### config.mk
export PLATFORM = sky130hd
export DESIGN_NAME = udl_counter_flat
export DESIGN_NICKNAME = d
export VERILOG_FILES = /design/src/rtl/udl_counter_if.sv /design/src/rtl/udl_counter.sv /design/src/flat_wrapper.sv
export SDC_FILE = /design/constraint.sdc
export NUM_CORES = 1
export LEC_CHECK = 0
export ABC_AREA = 0
export CORE_AREA = 2 2 39 41
export DETAILED_ROUTE_END_ITERATION = 10
export DIE_AREA = 0 0 41 43
export HOLD_SLACK_MARGIN = 0.03
export PLACE_DENSITY_LB_ADDON = 0.12
export SYNTH_ARGS = -nofsm -noshare
export SYNTH_HDL_FRONTEND = slang
export SYNTH_SLANG_ARGS = --single-unit
### constraint.sdc
create_clock -name clk -period 1.4 [get_ports clk]
set_clock_uncertainty 0.15 [all_clocks]
set_input_delay 0.21 -clock clk [delete_from_list [all_inputs] [get_ports clk]]
set_output_delay 0.21 -clock clk [all_outputs]
set_load 0.05 [all_outputs]
### src/rtl/udl_counter_if.sv
// Bus bundle for udl_counter: control strobes, load value and count output.
// The tc terminal-count signal exists only when UDL_COUNTER_TC_EN is defined.
interface udl_counter_if #(
  parameter int unsigned WIDTH = 4
);
  logic             en;
  logic             d_nu;
  logic             pl;
  logic [WIDTH-1:0] pin;
  logic [WIDTH-1:0] cnt;
`ifdef UDL_COUNTER_TC_EN
  logic             tc;

  modport master (output en, d_nu, pl, pin, input  cnt, tc);
  modport slave  (input  en, d_nu, pl, pin, output cnt, tc);
`else
  modport master (output en, d_nu, pl, pin, input  cnt);
  modport slave  (input  en, d_nu, pl, pin, output cnt);
`endif
endinterface

### src/rtl/udl_counter.sv
// Synchronous up/down counter with parallel load; priority rst > pl > en.
// Optional registered terminal-count output tc under UDL_COUNTER_TC_EN.
module udl_counter #(
  parameter int unsigned WIDTH   = 4,
  parameter logic [31:0] RST_VAL = '0
) (
  input  logic          clk,
  input  logic          rst,
  udl_counter_if.slave  bus
);

  localparam logic [WIDTH-1:0] RST_TRUNC = RST_VAL[WIDTH-1:0];
  localparam logic [WIDTH-1:0] ONE       = {{(WIDTH-1){1'b0}}, 1'b1};
  localparam logic [WIDTH-1:0] ONES      = '1;

  logic [WIDTH-1:0] cnt_q;
  logic [WIDTH-1:0] cnt_step;

  // Next value when counting; modular arithmetic gives the wrap-around.
  always_comb begin
    cnt_step = bus.d_nu ? (cnt_q - ONE) : (cnt_q + ONE);
  end

  always_ff @(posedge clk) begin
    if (rst) begin
      cnt_q <= RST_TRUNC;
    end else if (bus.pl) begin
      cnt_q <= bus.pin;
    end else if (bus.en) begin
      cnt_q <= cnt_step;
    end
  end

  assign bus.cnt = cnt_q;

`ifdef UDL_COUNTER_TC_EN
  logic tc_q;

  // High only on the edge where counting (not load/reset) lands on the end value.
  always_ff @(posedge clk) begin
    if (rst || bus.pl || !bus.en) begin
      tc_q <= 1'b0;
    end else begin
      tc_q <= bus.d_nu ? (cnt_step == '0) : (cnt_step == ONES);
    end
  end

  assign bus.tc = tc_q;
`endif

endmodule

### src/flat_wrapper.sv
// flat-port wrapper written by rule: the top's interface ports become plain ports
module udl_counter_flat 
#(
  parameter int unsigned WIDTH   = 4,
  parameter logic [31:0] RST_VAL = '0
)
  (clk, rst, bus_en, bus_d_nu, bus_pl, bus_pin, bus_cnt);
  udl_counter_if #(.WIDTH(WIDTH)) bus_i ();
  input  logic clk;
  input  logic rst;
  input wire logic [$bits(bus_i.en)-1:0] bus_en;
  input wire logic [$bits(bus_i.d_nu)-1:0] bus_d_nu;
  input wire logic [$bits(bus_i.pl)-1:0] bus_pl;
  input wire logic [$bits(bus_i.pin)-1:0] bus_pin;
  output wire logic [$bits(bus_i.cnt)-1:0] bus_cnt;
  assign bus_i.en = bus_en;
  assign bus_i.d_nu = bus_d_nu;
  assign bus_i.pl = bus_pl;
  assign bus_i.pin = bus_pin;
  assign bus_cnt = bus_i.cnt;
  udl_counter #(.WIDTH(WIDTH), .RST_VAL(RST_VAL)) u_core (.clk(clk), .rst(rst), .bus(bus_i));
endmodule
Yosys cells after proc, flatten, opt, wreduce, memory -nomap -nowiden
Cells that the tools add are included.
{"block": "word_totals", "register_bits": 4, "out_inout_bits": 4, "wordCells": 7}
{"block": "classes", "addsub": 2, "mux": 3, "reduce_logical": 1}
{"op": "4-bit two-way mux", "n": 3}
{"op": "4-bit by 1-bit adder with 4-bit output, second input constant", "n": 1}
{"op": "4-bit by 1-bit subtractor with 4-bit output, second input constant", "n": 1}
{"op": "2-bit nonzero test", "n": 1}

Depth between registers and ports, before layout
{"block": "logic_depth", "ltp_word": 4, "depth_mapped": 5, "depth_no_buf": 5}

Least setup slack after synthesis
Ideal clock, no wire load.
{"block": "synth_path", "path_kind": "reg-to-reg", "startpoint": "register u_core.cnt_q[2] (netlist: u_core.bus.cnt[2])", "endpoint": "register u_core.cnt_q[3] (netlist: u_core.bus.cnt[3])", "arrival_time_ns": 1.618, "required_time_ns": 1.127, "setup_slack_ns": -0.491, "stages_incl_launch_ff": 5, "n_path_buf": 0, "path_cell_list": "dfxtp_1 > ha_1 > a21oi_1 > a2111oi_2 > a311o_2"}
{"block": "synth_via", "elab_chain_len": 4, "elab_cells_between_ends": 5, "cone_classes": "add/sub: 2; mux: 3"}
{"element": "from (decl)", "line_no": "udl_counter.sv:16", "rtl": "logic [WIDTH-1:0] cnt_q;"}
{"element": "from (signal assigned)", "line_no": "udl_counter.sv:28", "rtl": "cnt_q <= bus.pin;"}
{"element": "from (signal assigned)", "line_no": "udl_counter.sv:30", "rtl": "cnt_q <= cnt_step;"}
{"element": "4-bit by 1-bit adder with 4-bit output / 4-bit by 1-bit subtractor with 4-bit output (equally long branches)", "line_no": "udl_counter.sv:21", "rtl": "cnt_step = bus.d_nu ? (cnt_q - ONE) : (cnt_q + ONE);"}
{"element": "4-bit two-way mux (*)", "line_no": "udl_counter.sv:21"}
{"element": "4-bit two-way mux (*)", "line_no": "udl_counter.sv:29", "rtl": "end else if (bus.en) begin"}
{"element": "4-bit two-way mux (*)", "line_no": "udl_counter.sv:27", "rtl": "end else if (bus.pl) begin"}
Mark *: on every way between the ends. The rest lies on a longest branch, timed or not. The select of a mux whose other input is x is not followed.
A chain may end at the register's enable or synchronous reset.

Final worst setup path
{"block": "layout_path", "startpoint": "register u_core.cnt_q[1] (netlist: u_core.bus.cnt[1])", "endpoint": "register u_core.cnt_q[1] (netlist: u_core.bus.cnt[1])"}
Same word-level chain as after synthesis.

==> flow_metrics.env <==
export IMPL_dp_slack_ns=-0.540
export IMPL_leakage_nw=0.280
export IMPL_synth_top_area_share_pct=26.4
export IMPL_antenna_found_initial=0
export IMPL_finalPower_mw=0.543
export IMPL_layout_min_cycle_time_ns=1.48
export IMPL_hold_viol_final=0
export IMPL_die_x_um=41
export IMPL_post_drt_via_cell_ratio=4.35
export IMPL_cts_sinks=4
export IMPL_vias=335
export IMPL_drtIter0Drc=5
export IMPL_start_util_pct=21.9
export IMPL_synth_main_ff_cell="dfxtp_1"
export IMPL_hp_class="in2reg"
export IMPL_fin_crit_sh_pct=106
export IMPL_ys_seq_area_share_pct=26.4
export IMPL_synthMuxAreaShare_pct=3.31
export IMPL_overflow=0
export IMPL_fin_ws_ns=-0.0788
export IMPL_clk_latency_ns=0.23
export IMPL_gp_congestion=0.662
export IMPL_synth_xor_area_share_pct=8.68
export IMPL_finalNonFillerCells=77
export IMPL_relSlewSlack_pct=81.0
export IMPL_pin_count=13
export IMPL_synth_most_common_cell="inv_1"
export IMPL_path_class="reg2reg"
export IMPL_io_buffers=12
export IMPL_max_freq_ghz=0.676
export IMPL_setup_viol=3
export IMPL_root_buffer="clkbuf_4"
export IMPL_clkTransAtPathRegs_ns=0.04
export IMPL_cp_arrival_ns=1.49
export IMPL_ctsLongestPathBuffers=2
export IMPL_placed_cells=73
export IMPL_fin_nets=74
export IMPL_status="finished with violations"
export IMPL_cts_made_buffers=3
export IMPL_yosys_cell_types_count=19
export IMPL_violations="negative setup slack"
export IMPL_tritoncts="done"
export IMPL_synthTopCellsByCount="inv_1 (5), a21oi_1 (4), dfxtp_1 (4)"
export IMPL_drtAntennaViolNets=0
export IMPL_synth_compound_area_share_pct=21.5
export IMPL_synth_seq_cells=4
export IMPL_crit_path_end_kind="flop"
export IMPL_synth_top_area_cell="dfxtp_1"
export IMPL_dieArea_mm2=0.00176
export IMPL_core_area_mm2=0.00138
export IMPL_yosysWarnings=0
export IMPL_grt_pass1_wl_mm=1.61
export IMPL_rsz0062_at_grt="yes"
export IMPL_grt_start_max_net_pins=6
export IMPL_startpoint_type="flop"
export IMPL_irDropWorstVdd_mv=0.335
export IMPL_async_reset_ff_share_pct=0
export IMPL_antennaDiodeCount=0
export IMPL_worst_slew_pin_transition_ns=0.285
export IMPL_slew_violations=0
export IMPL_finalSetupTns_ns=-0.102
export IMPL_yosys_area_share_adder_pct=14.9
export IMPL_powerDensity_mw_per_mm2=826
export IMPL_ys_top_cells_by_area="dfxtp_1 (26%), ha_1 (8.3%), a21oi_1 (6.6%)"
export IMPL_syn_avg_cell_area_um2=8.91
export IMPL_syn2layout_area_growth_pct=117
export IMPL_maxCapViolations=0
export IMPL_drt_pass1_iterations=2
export IMPL_post_drt_wl_per_cell_um=11.4
export IMPL_synth_top_family_by_area="compound AO/OA/AOI/OAI gates"
export IMPL_layout_drive_gt1_share_pct=59.0
export IMPL_die_h_um=43
export IMPL_syn_nets=46
export IMPL_synth_edf_count=0
export IMPL_worstPathRequired_ns=1.41
export IMPL_postSynthCellCount=34
export IMPL_design_area_um2=657
export IMPL_worst_path_max_fanout=3
export IMPL_synthesis_area_um2=303
export IMPL_grt_pass1_vias=387
export IMPL_grtUsageTotal_pct=13.8
export IMPL_cts_hold_buf=0
export IMPL_synth_simple_area_share_pct=15.3
export IMPL_rows=14
export IMPL_hpwl_um=709
export IMPL_h_tree_depth=1
export IMPL_place_area_um2=593
export IMPL_largest_reg_flops=4
export IMPL_drc=0
export IMPL_drt_total_wl_um=881
cell type report:
cell class              count  area [um^2]
repair buffers             24          245
flip-flops and latches      4         92.6
well taps                  16         20.0
multi-input cells          24          254
inverters                   5         18.8
clock buffers               4         26.3
fillers                   134          727
kinds of logic after synthesis:
family	Yosys count
xor+xnor	3
mux	1
simple gates	9
flops	4
compound gates	8
fa+ha+maj	3
buf+inv	6
path summary, 6_finish.rpt:
check | depth (start not counted) | slack, ns | to | start
setup / recovery | 4 | -0.08 | u_core.bus.cnt[1]$_SDFFE_PP0P_ | u_core.bus.cnt[1]$_SDFFE_PP0P_
hold / removal | 3 | 0.38 | u_core.bus.cnt[2]$_SDFFE_PP0P_ | bus_pin[2]
setup reg to reg | 4 | -0.08 | u_core.bus.cnt[1]$_SDFFE_PP0P_ | u_core.bus.cnt[1]$_SDFFE_PP0P_
hold reg to reg | 3 | 0.61 | u_core.bus.cnt[3]$_SDFFE_PP0P_ | u_core.bus.cnt[0]$_SDFFE_PP0P_
routing by layer:
layer,wire [um],track usage [%]
met2,455,19.1
met5,0,0
met1,366,16.9
met4,18,12.0
met3,41,3.14
critical path, cell delays in order, from the launching register on:
cell and delay, ns:
dfxtp_4 0.34, inv_2 0.05, fa_2 0.43, a211o_2 0.31, a21oi_2 0.12
where the power goes:
part	internal, mW	switching (mW)	leakage [nW]
Combinational	0.135	0.115	0.229
Sequential	0.125	0.0102	0.0354
Clock	0.107	0.0504	0.0150
Total	0.368	0.175	0.280
placed cells by master (no fill, tap or decap), drive strengths merged, types with 2 or more instances in the layout:
master,Yosys,routed
buf,1,16
clkdlybuf4s50,0,7
inv,5,5
clkbuf,0,5
dfxtp,4,4
a21oi,4,4
nand2,3,3
nor2,2,2
xor2,2,2
ha,2,2
stage by stage:
stage               utilization [%]  hold WS (ns)
detailed placement             42.9         0.531
global route                   47.5         0.392
global placement               42.9         0.528
finish                         47.5         0.382
CTS                            46.4         0.373
floorplan                         -         0.119
what timing repair did:
item,in CTS,in global routing
pin swaps,3,2
cloned,0,0
endpoints found under the hold margin,0,0
setup endpoints to repair,3,3
setup buffers,0,0
resized for setup,6,3
Note: power is estimated with default switching activity, not from simulation.
